## src/rtl/timer_irq_source_if.sv

```systemverilog
// Data-memory bus slice seen by the timer peripheral: address, strobes, store data and read data.
interface timer_irq_source_if;
  logic [31:0] addr;
  logic        MemRead;
  logic        MemWrite;
  logic [31:0] wdata;
  logic [31:0] rdata;

  modport master (output addr, MemRead, MemWrite, wdata, input rdata);
  modport slave  (input addr, MemRead, MemWrite, wdata, output rdata);
endinterface

```

## src/rtl/timer_irq_source.sv

```systemverilog
// Memory-mapped reload timer (TH reload, TL counter, TCON control) driving a level interrupt line.
module timer_irq_source #(
  parameter logic [31:0] BASE_ADDR = 32'h40000000,
  parameter int          PRESCALE  = 1
) (
  input  logic                 clk,
  input  logic                 reset,
  timer_irq_source_if.slave    bus,
  output logic                 irq
);
  localparam int              PW        = (PRESCALE > 1) ? $clog2(PRESCALE) : 1;
  localparam logic [PW-1:0]   LAST_TICK = PW'(PRESCALE - 1);
  localparam logic [31:0]     TH_ADDR   = BASE_ADDR & ~32'h3;
  localparam logic [31:0]     TL_ADDR   = TH_ADDR + 32'd4;
  localparam logic [31:0]     TCON_ADDR = TH_ADDR + 32'd8;

  logic [31:0]   thReg, thNext;
  logic [31:0]   tlReg, tlNext;
  logic [2:0]    tconReg, tconNext;
  logic [PW-1:0] preReg, preNext;
  logic [31:0]   wordAddr;
  logic          selTh, selTl, selTcon;
  logic          wrTh, wrTl, wrTcon;
  logic          stopNow, tick, overflow;

  always_comb begin
    wordAddr = bus.addr & ~32'h3;
    selTh    = (wordAddr == TH_ADDR);
    selTl    = (wordAddr == TL_ADDR);
    selTcon  = (wordAddr == TCON_ADDR);
    wrTh     = bus.MemWrite & selTh;
    wrTl     = bus.MemWrite & selTl;
    wrTcon   = bus.MemWrite & selTcon;
    // A store that clears enable wins over a tick landing on the same edge.
    stopNow  = wrTcon & ~bus.wdata[0];
    tick     = tconReg[0] & (preReg == LAST_TICK) & ~stopNow;
    overflow = tick & (tlReg == 32'hFFFF_FFFF);
  end

  always_comb begin
    preNext = preReg + PW'(1);
    if (!tconReg[0] || stopNow || tick)
      preNext = '0;

    thNext = wrTh ? bus.wdata : thReg;

    tlNext = tlReg;
    if (wrTl)
      tlNext = bus.wdata;
    else if (overflow)
      tlNext = thReg;
    else if (tick)
      tlNext = tlReg + 32'd1;

    tconNext = tconReg;
    if (wrTcon)
      tconNext = bus.wdata[2:0];
    // Pending is ORed in last so a same-edge software clear never drops an overflow.
    if (overflow && tconReg[1])
      tconNext[2] = 1'b1;
  end

  always_ff @(posedge clk) begin
    if (reset) begin
      thReg   <= '0;
      tlReg   <= '0;
      tconReg <= '0;
      preReg  <= '0;
    end else begin
      thReg   <= thNext;
      tlReg   <= tlNext;
      tconReg <= tconNext;
      preReg  <= preNext;
    end
  end

  always_comb begin
    bus.rdata = '0;
    if (bus.MemRead) begin
      if (selTh)
        bus.rdata = thReg;
      else if (selTl)
        bus.rdata = tlReg;
      else if (selTcon)
        bus.rdata = {29'b0, tconReg};
    end
  end

  assign irq = tconReg[1] & tconReg[2];
endmodule

```

## src/flat_wrapper.sv

```systemverilog
// flat-port wrapper written by rule: the top's interface ports become plain ports
module timer_irq_source_flat 
#(
  parameter logic [31:0] BASE_ADDR = 32'h40000000,
  parameter int          PRESCALE  = 1
)
  (clk, reset, irq, bus_addr, bus_MemRead, bus_MemWrite, bus_wdata, bus_rdata);
  timer_irq_source_if bus_i ();
  input  logic clk;
  input  logic reset;
  output logic irq;
  input wire logic [$bits(bus_i.addr)-1:0] bus_addr;
  input wire logic [$bits(bus_i.MemRead)-1:0] bus_MemRead;
  input wire logic [$bits(bus_i.MemWrite)-1:0] bus_MemWrite;
  input wire logic [$bits(bus_i.wdata)-1:0] bus_wdata;
  output wire logic [$bits(bus_i.rdata)-1:0] bus_rdata;
  assign bus_i.addr = bus_addr;
  assign bus_i.MemRead = bus_MemRead;
  assign bus_i.MemWrite = bus_MemWrite;
  assign bus_i.wdata = bus_wdata;
  assign bus_rdata = bus_i.rdata;
  timer_irq_source #(.BASE_ADDR(BASE_ADDR), .PRESCALE(PRESCALE)) u_core (.clk(clk), .reset(reset), .bus(bus_i), .irq(irq));
endmodule
```

## config.mk

```make
export PLATFORM = sky130hd
export DESIGN_NAME = timer_irq_source_flat
export DESIGN_NICKNAME = d
export VERILOG_FILES = /design/src/rtl/timer_irq_source_if.sv /design/src/rtl/timer_irq_source.sv /design/src/flat_wrapper.sv
export SDC_FILE = /design/constraint.sdc
export NUM_CORES = 1
export LEC_CHECK = 0
export ABC_AREA = 0
export BUFFER_PORTS_ARGS = -buffer_cell sky130_fd_sc_hd__buf_2
export CAP_MARGIN = 20
export CORE_MARGIN = 2
export CORE_UTILIZATION = 45
export CTS_BUF_LIST = sky130_fd_sc_hd__clkbuf_8
export CTS_CLUSTER_DIAMETER = 50
export CTS_CLUSTER_SIZE = 20
export DETAILED_ROUTE_END_ITERATION = 8
export GPL_TIMING_DRIVEN = 0
export HOLD_SLACK_MARGIN = 0.15
export PLACE_DENSITY = 0.69
export SYNTH_ARGS = -nofsm -noshare
export SYNTH_HDL_FRONTEND = slang
export SYNTH_SLANG_ARGS = --single-unit
```

## constraint.sdc

```tcl
create_clock -name clk -period 3.46 [get_ports clk]
set_input_delay 0 -clock clk [delete_from_list [all_inputs] [get_ports clk]]
set_output_delay 0 -clock clk [all_outputs]
set_load 0.01 [all_outputs]
```

Word-level counts from Yosys, hierarchy flattened
Cells that the tools add are included.
{"block": "classes", "add_sub_neg": 2, "n_eq_ne": 4, "muxes": 9, "bitwise_logic": 11, "reduce_logical": 7}
{"op": "$mux 32", "count": 6}
{"op": "$eq 30x29->1 const B", "count": 3}
{"op": "$add 32x1->32 const B", "count": 1}
{"op": "$eq 32x32->1 const B", "count": 1}
{"op": "$and 1x1->1", "count": 8}
{"op": "$mux 3", "count": 2}
{"op": "$not 1->1", "count": 3}
{"op": "$reduce_bool 3->1", "count": 1}
{"op": "$logic_or 1x1->1", "count": 2}
{"op": "$reduce_bool 2->1", "count": 1}
{"op": "$reduce_or 2->1", "count": 1}
{"op": "$add 1x1->1 const B", "count": 1}
{"op": "$logic_and 1x1->1", "count": 1}
{"op": "$logic_not 1->1", "count": 1}
{"op": "$mux 1", "count": 1}
{"block": "totals", "register_bits": 68, "output_inout_bits": 33, "word_cells": 38}

Depth between registers and ports, before layout
{"block": "logic_depth", "ltp_word": 8, "ltp_mapped": 10, "ltp_nobuf": 7}

Worst setup path before layout
Ideal clock, no wire load.
{"block": "synth_timing", "kind": "register -> register", "startpoint": "register u_core.tlReg[0]", "endpoint": "register u_core.tlReg[17]", "setup_time_ns": 0.130, "arrival_ns": 1.894, "t_required_ns": 3.330, "setup_slack_ns": 1.435, "path_stages_with_launch": 10, "path_buffers": 2, "synth_period_minus_slack_ns": 2.025, "cell_sequence": "dfxtp_1 ha_1 and2_1 buf_2 nand4_2 nor4_4 and4b_1 buf_6 mux2i_1 o22ai_1"}
{"block": "synth_between", "elab_chain_len": 4, "elab_cells_between_ends": 7}
{"element": "from (decl)", "line": "timer_irq_source.sv:18", "source": "logic [31:0] tlReg, tlNext;"}
{"element": "from (signal assigned)", "line": "timer_irq_source.sv:71", "source": "tlReg <= tlNext;"}
{"element": "$add 32x1->32 or $eq 32x32->1 (tied branches)", "line": "timer_irq_source.sv:53, timer_irq_source.sv:37"}
{"element": "$mux 32 or $and 1x1->1 (tied branches)", "line": "timer_irq_source.sv:52, timer_irq_source.sv:37"}
{"element": "$mux 32", "line": "timer_irq_source.sv:50", "source": "else if (overflow)"}
{"element": "$mux 32", "line": "timer_irq_source.sv:48", "source": "if (wrTl)"}
Parallel ways exist; a longest one is shown, timed or not. The select of a mux whose other input is x is not followed.
A chain may end at the register's enable or synchronous reset.

Worst setup path after layout
{"block": "layout_timing", "startpoint": "register u_core.tlReg[0]", "endpoint": "register u_core.tlReg[16]"}
Same word-level chain as after synthesis.

==> flow_summary.json <==
{
  "setup_viol": 0,
  "ctsResizeCount": 0,
  "power_frac_comb_pct": 7.3,
  "drc": 0,
  "min_period_ps": 2420,
  "worst_slack_ps": 1040,
  "place_ws_ps": 1080,
  "async_flop_share_pct": 0,
  "layout-drive-gt1-share_pct": 21.9,
  "skew_ps": 9.30,
  "htree_levels": 3,
  "portBuffers": 96,
  "grt_overflow": 0,
  "synth_top_area_share_pct": 32.7,
  "cts_root_buffer": "clkbuf_8",
  "wl_per_cell_um": 17.0,
  "numPlacedInstances": 738,
  "dr.pass1.iters": 5,
  "clk_path_buf_depth": 2,
  "fmax_ghz": 0.413,
  "synth_edf_count": 0,
  "grt_pass1_wl_mm": 21.7,
  "yosysWarnings": 0,
  "clkLatencyLatePin_ps": 360,
  "clkPwrFrac_pct": 45.0,
  "cp_common_cell": "buf_6",
  "outcome": "finished clean",
  "antenna_found_initial": 0,
  "grtUsageTotal_pct": 27.3,
  "crit_chain": "ha_1 -> and2_1 -> buf_2 -> nand4_2 -> nor4_4 -> and4b_1 -> buf_6 -> buf_6 -> a21oi_2 -> o22ai_1",
  "hold_class": "primary input to register",
  "period_share_pct": 70.0,
  "power-per-cell-area_nw_per_um2": 308,
  "gp_congestion": 0.913,
  "slowest_stage": "nor4_4",
  "end_kind": "register",
  "num_rows": 35,
  "drt_iter0_drc": 260,
  "clk_pin_slew_worst_paths_ps": 70,
  "tritoncts": "yes",
  "synthFlopType": "dfxtp_1",
  "startpoint_type": "register",
  "netlist_area_um2": 4170,
  "antenna_cells": 0,
  "max_cap_violations": 0,
  "seqPwrFrac_pct": 47.7,
  "fin_nets": 740,
  "post-synth-top-area-cell": "dfxtp_1",
  "die-area_um2": 10000,
  "p_int_w": 0.00127,
  "finalPower_w": 0.00164,
  "viasPerCell": 5.74,
  "crit_arrival_ps": 2700,
  "switching_share_pct": 22.9,
  "clock_sinks": 68,
  "fin_setup_tns_ps": 0,
  "coreArea_um2": 9110,
  "required_ps": 3740,
  "drv_slew": 0,
  "place_hpwl_mm": 9.57,
  "worstMarginPinSlew_ps": 836,
  "ys_top_cells_by_area": "dfxtp_1 (33%), mux2i_1 (9.8%), nand2_1 (7.1%)",
  "leakage_nw": 2.05,
  "crit_type": "register to register",
  "route.vias.total": 4518,
  "area_delta_synth_final_pct": 28.0,
  "hold_buffers": 33,
  "initial_core_util_pct": 45.7,
  "slew_headroom_pct": 44.3,
  "cts_made_buffers": 9,
  "peakVddDrop_mv": 0.232,
  "cp_max_fo": 10,
  "grt_pass1_vias": 4389,
  "die_w_um": 100,
  "cts_setup_buffers": 0,
  "synth_nets": 600,
  "pin_count": 101,
  "drtAntennaViolNets": 0,
  "fin_cells": 787,
  "grt_max_degree": 12,
  "wl_mm": 13.4,
  "switching_power_w": 0.000377,
  "slowest_delay_ps": 450,
  "finalHoldViolations": 0,
  "fp.dieH_um": 100,
  "avgSynthCellArea_um2": 7.85,
  "synth-seq-area-share_pct": 32.7,
  "ys_ff_latch": 68,
  "yosys.cell_types.count": 55,
  "synth_cells": 531,
  "rsz0062_at_grt": "no"
}
-- power by group through the flow --
stage | clock (W) | sequential (W) | combinational [W]
6_report | 0.000740 | 0.000783 | 0.000120
3_5_place_dp | 0 | 0.000801 | 0.0000904
4_1_cts | 0.000741 | 0.000783 | 0.000119
3_3_place_gp | 0 | 0.000801 | 0.0000894
2_1_floorplan | 0 | 0.000801 | 0.0000345
5_1_grt | 0.000776 | 0.000782 | 0.000130
-- synthesized netlist by cell type (all sizes together) (5+ instances only) --
library cell / instances
nand2: 79
dfxtp: 68
a21oi: 57
nor2: 56
mux2i: 41
a22oi: 30
buf: 25
clkbuf: 22
o22ai: 22
nand4: 16
xnor2: 16
nand3: 12
xor2: 10
o21ai: 9
and4: 8
nor4: 8
and3: 7
nand2b: 5
or2: 5
-- flip-flops by register name, indices dropped and copies added (netlist names) --
register        cells
u_core.thReg       32
u_core.tlReg       32
u_core.tconReg      3
u_core.preReg       1
-- area by class of cell --
cell class	instances	area, µm²
sequential	68	1360
clock inverter	6	78.8
tap	111	139
fill	853	3780
multi-input combinational	415	2580
timing repair buffer	129	811
inverter	1	3.75
buffer	47	224
clock buffer	10	138
-- through the flow --
stage | hold slack (ps) | area [µm²] | util (%)
6_report | 171 | 5330 | 58.5
3_3_place_gp | 258 | 4790 | 52.5
2_1_floorplan | 140 | 4170 | -
5_1_grt | 209 | 5330 | 58.5
3_5_place_dp | 264 | 4790 | 52.5
4_1_cts | 170 | 5330 | 58.5
-- path summary, 6_finish.rpt --
path | cells past startpoint | to | from | slack (ps)
hold reg to reg | 2 | u_core.thReg[28] | u_core.thReg[28] | 470
setup reg to reg | 10 | u_core.tlReg[16] | u_core.tlReg[0] | 1040
setup / recovery | 10 | u_core.tlReg[16] | u_core.tlReg[0] | 1040
hold / removal | 5 | u_core.tconReg[0] | bus_addr[2] | 170
-- per-layer routing --
layer	up-vias	wire, µm	track usage (%)
met5	-	0	0
met4	0	368	13.1
met3	26	754	3.83
met2	154	6360	44.6
met1	2149	5910	35.5
li1	2189	-	-
-- cell families (layout without fill, tap and decap cells) --
family	after synthesis	count (layout)	share of synthesized area [%]
AOI/OAI and AO/OA	133	133	19.8
buffers and inverters	48	193	5.47
other	1	1	0.0900
DFF	68	68	32.7
xor gates and xnor gates	26	26	5.47
muxes	41	41	9.85
adders and majority gates	1	1	0.300
and+or+nand+nor	213	213	26.4
-- critical path: cells and delay by family (launching register included) --
kind | cells | cell delay, ps
flops | 1 | 410
buf+inv | 3 | 550
fa+ha+maj | 1 | 190
compound gates | 2 | 200
simple gates | 4 | 980
-- placed cells by master (no fill, tap or decap), drive strengths merged, types with 4 or more instances in the layout --
| cell type | synthesis | routed |
|---|---|---|
| o21ai | 9 | 9 |
| nand2 | 79 | 79 |
| and3 | 7 | 7 |
| dfxtp | 68 | 68 |
| xor2 | 10 | 10 |
| nand2b | 5 | 5 |
| and4 | 8 | 8 |
| xnor2 | 16 | 16 |
| nor4 | 8 | 8 |
| o22ai | 22 | 22 |
| or2 | 5 | 5 |
| nand3 | 12 | 12 |
| clkbuf | 22 | 32 |
| mux2i | 41 | 41 |
| and4b | 4 | 4 |
| a22oi | 30 | 30 |
| a21oi | 57 | 57 |
| nor2 | 56 | 56 |
| buf | 25 | 121 |
| dlygate4sd3 | 0 | 33 |
| nand4 | 16 | 16 |
Power figures use the tool's default switching activity.
